[src/rtl/clip_controller.sv]
// Record/playback sequencer for the four-clip recorder: detects button presses,
// paces sample-rate accesses into a 4-region clip memory and tracks clip lengths.
module clip_controller #(
   parameter int ADDR_W     = 15,
   parameter int SAMPLE_DIV = 2500
) (
   input  logic              clock,
   input  logic              reset,
   input  logic [4:0]        q,
   output logic [ADDR_W+1:0] mem_addr,
   output logic              mem_we,
   output logic              mem_re,
   output logic              recording,
   output logic              playing,
   output logic [1:0]        clip_out,
   output logic              done
);

   localparam int              CNT_W    = $clog2(SAMPLE_DIV);
   localparam logic [CNT_W-1:0] DIV_LAST = CNT_W'(SAMPLE_DIV - 1);
   localparam logic [CNT_W-1:0] CNT_ONE  = CNT_W'(1);
   localparam logic [ADDR_W:0]  CLIP_LEN = {1'b1, {ADDR_W{1'b0}}};
   localparam logic [ADDR_W:0]  IDX_ONE  = (ADDR_W+1)'(1);

   typedef enum logic [1:0] {
      IDLE = 2'd0,
      REC  = 2'd1,
      PLAY = 2'd2
   } state_t;

   state_t              state_reg, state_next;
   logic                q3_d_reg, q2_d_reg;
   logic [CNT_W-1:0]    div_cnt_reg, div_cnt_next;
   logic [ADDR_W:0]     sample_idx_reg, sample_idx_next;
   logic [ADDR_W+1:0]   mem_addr_reg, mem_addr_next;
   logic                mem_we_reg, mem_we_next;
   logic                mem_re_reg, mem_re_next;
   logic                recording_reg, recording_next;
   logic                playing_reg, playing_next;
   logic [1:0]          clip_out_reg, clip_out_next;
   logic                done_reg, done_next;

   logic                len_we;
   logic [ADDR_W:0]     len_wdata;
   logic [3:0][ADDR_W:0] len_vec;

   logic                soft_rst;
   logic                rec_edge;
   logic                play_edge;
   logic [1:0]          sel;
   logic                tick;
   logic [ADDR_W:0]     cur_len;
   logic [ADDR_W:0]     sel_len;

   assign soft_rst  = q[4];
   assign rec_edge  = q[3] & ~q3_d_reg;
   assign play_edge = q[2] & ~q2_d_reg;
   assign sel       = {q[0], q[1]};
   assign tick      = (div_cnt_reg == DIV_LAST);
   assign cur_len   = len_vec[clip_out_reg];
   assign sel_len   = len_vec[sel];

   // One length register per clip; only the clip latched for the current
   // operation is ever written.
   generate
      for (genvar gi = 0; gi < 4; gi++) begin : g_len
         logic [ADDR_W:0] len_reg;
         always_ff @(posedge clock or negedge reset) begin
            if (!reset) begin
               len_reg <= '0;
            end else if (len_we && (clip_out_reg == 2'(gi))) begin
               len_reg <= len_wdata;
            end
         end
         assign len_vec[gi] = len_reg;
      end
   endgenerate

   always_comb begin
      state_next      = state_reg;
      div_cnt_next    = div_cnt_reg;
      sample_idx_next = sample_idx_reg;
      mem_addr_next   = mem_addr_reg;
      mem_we_next     = 1'b0;
      mem_re_next     = 1'b0;
      clip_out_next   = clip_out_reg;
      done_next       = 1'b0;
      len_we          = 1'b0;
      len_wdata       = sample_idx_reg;

      unique case (state_reg)
         IDLE: begin
            if (!soft_rst) begin
               if (rec_edge) begin
                  clip_out_next   = sel;
                  state_next      = REC;
                  div_cnt_next    = '0;
                  sample_idx_next = '0;
               end else if (play_edge) begin
                  clip_out_next = sel;
                  if (sel_len == '0) begin
                     done_next = 1'b1;
                  end else begin
                     state_next      = PLAY;
                     div_cnt_next    = '0;
                     sample_idx_next = '0;
                  end
               end
            end
         end

         REC: begin
            // A stop press or soft reset keeps whatever has been written so far.
            if (soft_rst || rec_edge) begin
               state_next = IDLE;
               done_next  = 1'b1;
               len_we     = 1'b1;
               len_wdata  = sample_idx_reg;
            end else if (sample_idx_reg == CLIP_LEN) begin
               state_next = IDLE;
               done_next  = 1'b1;
               len_we     = 1'b1;
               len_wdata  = CLIP_LEN;
            end else begin
               div_cnt_next = tick ? '0 : div_cnt_reg + CNT_ONE;
               if (tick) begin
                  mem_we_next     = 1'b1;
                  mem_addr_next   = {clip_out_reg, sample_idx_reg[ADDR_W-1:0]};
                  sample_idx_next = sample_idx_reg + IDX_ONE;
               end
            end
         end

         PLAY: begin
            if (soft_rst || play_edge) begin
               state_next = IDLE;
               done_next  = 1'b1;
            end else if (sample_idx_reg == cur_len) begin
               state_next = IDLE;
               done_next  = 1'b1;
            end else begin
               div_cnt_next = tick ? '0 : div_cnt_reg + CNT_ONE;
               if (tick) begin
                  mem_re_next     = 1'b1;
                  mem_addr_next   = {clip_out_reg, sample_idx_reg[ADDR_W-1:0]};
                  sample_idx_next = sample_idx_reg + IDX_ONE;
               end
            end
         end

         default: begin
            state_next = IDLE;
         end
      endcase

      recording_next = (state_next == REC);
      playing_next   = (state_next == PLAY);
   end

   always_ff @(posedge clock or negedge reset) begin
      if (!reset) begin
         state_reg      <= IDLE;
         q3_d_reg       <= 1'b0;
         q2_d_reg       <= 1'b0;
         div_cnt_reg    <= '0;
         sample_idx_reg <= '0;
         mem_addr_reg   <= '0;
         mem_we_reg     <= 1'b0;
         mem_re_reg     <= 1'b0;
         recording_reg  <= 1'b0;
         playing_reg    <= 1'b0;
         clip_out_reg   <= 2'b00;
         done_reg       <= 1'b0;
      end else begin
         state_reg      <= state_next;
         q3_d_reg       <= q[3];
         q2_d_reg       <= q[2];
         div_cnt_reg    <= div_cnt_next;
         sample_idx_reg <= sample_idx_next;
         mem_addr_reg   <= mem_addr_next;
         mem_we_reg     <= mem_we_next;
         mem_re_reg     <= mem_re_next;
         recording_reg  <= recording_next;
         playing_reg    <= playing_next;
         clip_out_reg   <= clip_out_next;
         done_reg       <= done_next;
      end
   end

   assign mem_addr  = mem_addr_reg;
   assign mem_we    = mem_we_reg;
   assign mem_re    = mem_re_reg;
   assign recording = recording_reg;
   assign playing   = playing_reg;
   assign clip_out  = clip_out_reg;
   assign done      = done_reg;

endmodule

[config.mk]
export PLATFORM = sky130hd
export DESIGN_NAME = clip_controller
export DESIGN_NICKNAME = d
export VERILOG_FILES = /design/src/rtl/clip_controller.sv
export SDC_FILE = /design/constraint.sdc
export NUM_CORES = 1
export LEC_CHECK = 0
export ABC_AREA = 1
export CORE_ASPECT_RATIO = 0.7
export CORE_UTILIZATION = 50
export DETAILED_ROUTE_END_ITERATION = 8
export HOLD_SLACK_MARGIN = 0.12
export PLACE_DENSITY = 0.68
export SLEW_MARGIN = 20
export SYNTH_ARGS = -nofsm -noshare
export SYNTH_HDL_FRONTEND = slang
export SYNTH_SLANG_ARGS = --single-unit
[constraint.sdc]
create_clock -name clock -period 4.3 [get_ports clock]
set_input_delay 0.43 -clock clock [delete_from_list [all_inputs] [get_ports clock]]
set_output_delay 0.43 -clock clock [all_outputs]
set_load 0.01 [all_outputs]
==> out/results.tsv <==
stage	metric	value	unit
synthesis	Post-Synthesis Cells	869	
min_path	Worst Hold Class	in2reg	
sta	# setup viols final	0	
clock_network	CTS H-Tree Depth	4	
worst_setup_path	CP Capture Type	flop	
die	Core Region	0.01242	mm²
detailed_routing	drc violations	0	
job	max-cap violations	0	
synthesis	Post-Synth Adder-Cell Area	1.379	%
die	Starting Density	51.14	%
finish	layout overhead on the synthesized area	14.60	%
die	Die Y	96.31	µm
die	Row Count	34	
detailed_routing	DR iter-0 viols	520	
sta	Worst Skew	7.843	ps
detailed_routing	WL final	17.29	mm
synthesis	compound-cell area share of the yosys netlist	9.927	%
sta	min Tclk post-route	3148	ps
synthesis	Simple-Gate Fraction of Synth Area	34.06	%
synthesis	number of flops mapped to enable cells by yosys	0	
synthesis	largest family of logic cells by synthesized area	simple AND/OR/NAND/NOR gates	
power_and_ir_drop	Power Density	482.3	mW/mm²
synthesis	ys flop type	dfrtp_1	
finish	Final Non-Filler Cells	1058	
synthesis	Seq cells post-synth	120	
synthesis	leading post-synthesis cells by cell area	dfrtp_1 47%, nand2_1 21%, o21ai_0 6.4%, nand3_1 4.6%, nor2_1 3.8%	
worst_setup_path	Slowest cell on crit path	nand3_1	
synthesis	Synth top cells by count	349 x nand2_1, 120 x dfrtp_1, 81 x o21ai_0, 65 x nor2_1, 58 x nand3_1	
global_routing	antenna violations before repair	0	
synthesis	post-synth top area share	47.27	%
synthesis	YS warnings	0	
clock_network	clock latency at the later pin of the worst-skew pair	420	ps
sta	unrepaired setup endpoints after global routing	no	
global_routing	first-pass GRT wire length	27.98	mm
global_routing	Tot GR Track Use	28.56	%
clock_network	total CTS buffers	17	
clock_network	CTS tree	yes	
sta	post-route setup TNS	0	ps
finish	diode count	0	
placed_design	Post-DP HPWL	12.00	mm
synthesis	Mapped Nets	883	
global_routing	vias in the first global route	5375	
worst_setup_path	Critical Path RT	4600	ps
power_and_ir_drop	Peak VDD IR	0.2753	mV
sta	Max Slew Vio Count	0	
worst_setup_path	CP Buf/Inv Count	2	
finish	layout cells sized above 1	5.022	%
clock_network	Max clock buf depth	2	
global_routing	GRT overflow	0	
detailed_routing	Antenna Violating Nets Remaining	0	
worst_setup_path	Critical Path Max Stage Delay	850	ps
finish	Largest register FFs	64	
synthesis	syn_area_per_cell	7.310	µm²
synthesis	mux cell area share after synthesis	0	%
status	status	finished, final reports clean	
clock_network	clock root cell	clkbuf_16	
placed_design	DP Cell Count	1025	
synthesis	Post-synth ARST share	100.0	%
clock_network	Setup Fix Bufs, Post-CTS	0	
synthesis	largest area contributor in the netlist	dfrtp_1	
die	Ports	31	
power_and_ir_drop	Static Leak	0.003399	µW
placed_design	gpl congestion	0.9041	
power_and_ir_drop	Final Power	3511	µW
synthesis	register area share after synthesis	47.27	%
worst_setup_path	CP cell instances	inv_1 > ha_1 > nand4_1 > nor2_1 > nand3_1 > nand2_1 > inv_1 > nor2_2 > nand3_1 > o21ai_0	
sta	crit share post-route	73.21	%
sta	Worst Hold Slack	481.9	ps
die	Die X	136.7	µm
detailed_routing	DR WL/cell	16.34	µm
worst_setup_path	type of the worst setup path	reg2reg	
synthesis	Synth cell types	33	
finish	Final Core Density	58.60	%
sta	Least-Margin Pin Slew	1085	ps
global_routing	largest net degree at the start of global routing	48	
synthesis	Synth Area in XOR/XNOR	1.379	%
detailed_routing	DR vias/cell	5.655	
worst_setup_path	crit path DAT	3450	ps
finish	Total Nets Final	897	
clock_network	Post-CTS Resized	0	
sta	final hold vios	0	
sta	Achievable Freq	317.6	MHz
clock_network	hold buffer count at cts	1	
die	die area	0.01317	mm²
detailed_routing	via count	5983	
worst_setup_path	startpoint types	flop	
clock_network	Clock Pin Slew Worst Setup and Hold Paths	60	ps
worst_setup_path	CP delay by family, top	simple AND/OR/NAND/NOR gates	
synthesis	Mapped Area	0.006352	mm²
detailed_routing	DRT Pass-1 Iters	5	
clock_network	clk sinks	120	
worst_setup_path	worst-path maximum fanout	32	
sta	Max-slew headroom	27.44	%
synthesis	most frequent cell after synthesis	nand2_1	
placed_design	IO buf count	30	
## placed cells by master, fill, tap and decap left out, drive strengths merged, types with 7 or more instances in the layout
cell type,instances
a21oi,9
clkbuf,24
clkdlybuf4s50,29
clkinv,7
dfrtp,120
ha,7
inv,45
nand2,349
nand3,61
nor2,68
nor3,18
nor4,9
o21ai,109
xor2,7
## cells by family after synthesis
group / Yosys count
compound gates: 123
xor+xnor: 10
fa+ha+maj: 7
buf+inv: 88
flops: 120
simple gates: 521
## cell type report
cell class,count,area [µm²]
clock buffer,24,481.7
clock inverter,8,95.09
fill,1107,5142
inverter,48,180.2
multi-input combinational,661,2979
sequential,120,3003
tap,162,202.7
timing repair buffer,35,337.8
## per-stage QoR
stage | worst slack (ps) | cell area [µm²]
floorplan | 2310 | 6352
global placement | 1313 | 6683
detailed placement | 1184 | 6683
CTS | 1215 | 7269
global route | 884.4 | 7279
finish | 1152 | 7279
## worst paths after layout
path                              startpoint                    to  slack (ps)  cells past startpoint
min in group asynchronous              reset  g_len[1].len_reg[10]         570                      2
min                                     q[2]              q2_d_reg         480                      1
max in group asynchronous              reset     sample_idx_reg[9]        2810                      3
min reg2reg                     mem_addr[12]          mem_addr[12]         490                      2
max reg2reg                sample_idx_reg[0]  g_len[2].len_reg[10]        1150                     10
max                        sample_idx_reg[0]  g_len[2].len_reg[10]        1150                     10
## where the power goes
group | internal, µW | total, µW | switching [µW]
sequential | 1200 | 1260 | 61.5
combinational | 210 | 854 | 644
clock | 894 | 1390 | 500
total | 2310 | 3510 | 1210
## layer usage
metal	routed length, µm	vias to the layer above	part of all wire, %	track usage (%)
li1	-	2834	-	-
met1	8126	2838	47	40.86
met2	7282	270	42	41.41
met3	1458	41	8.4	7.688
met4	425	0	2.5	9.815
met5	0	-	0	0
No activity file was read; power rests on OpenSTA's default activity.
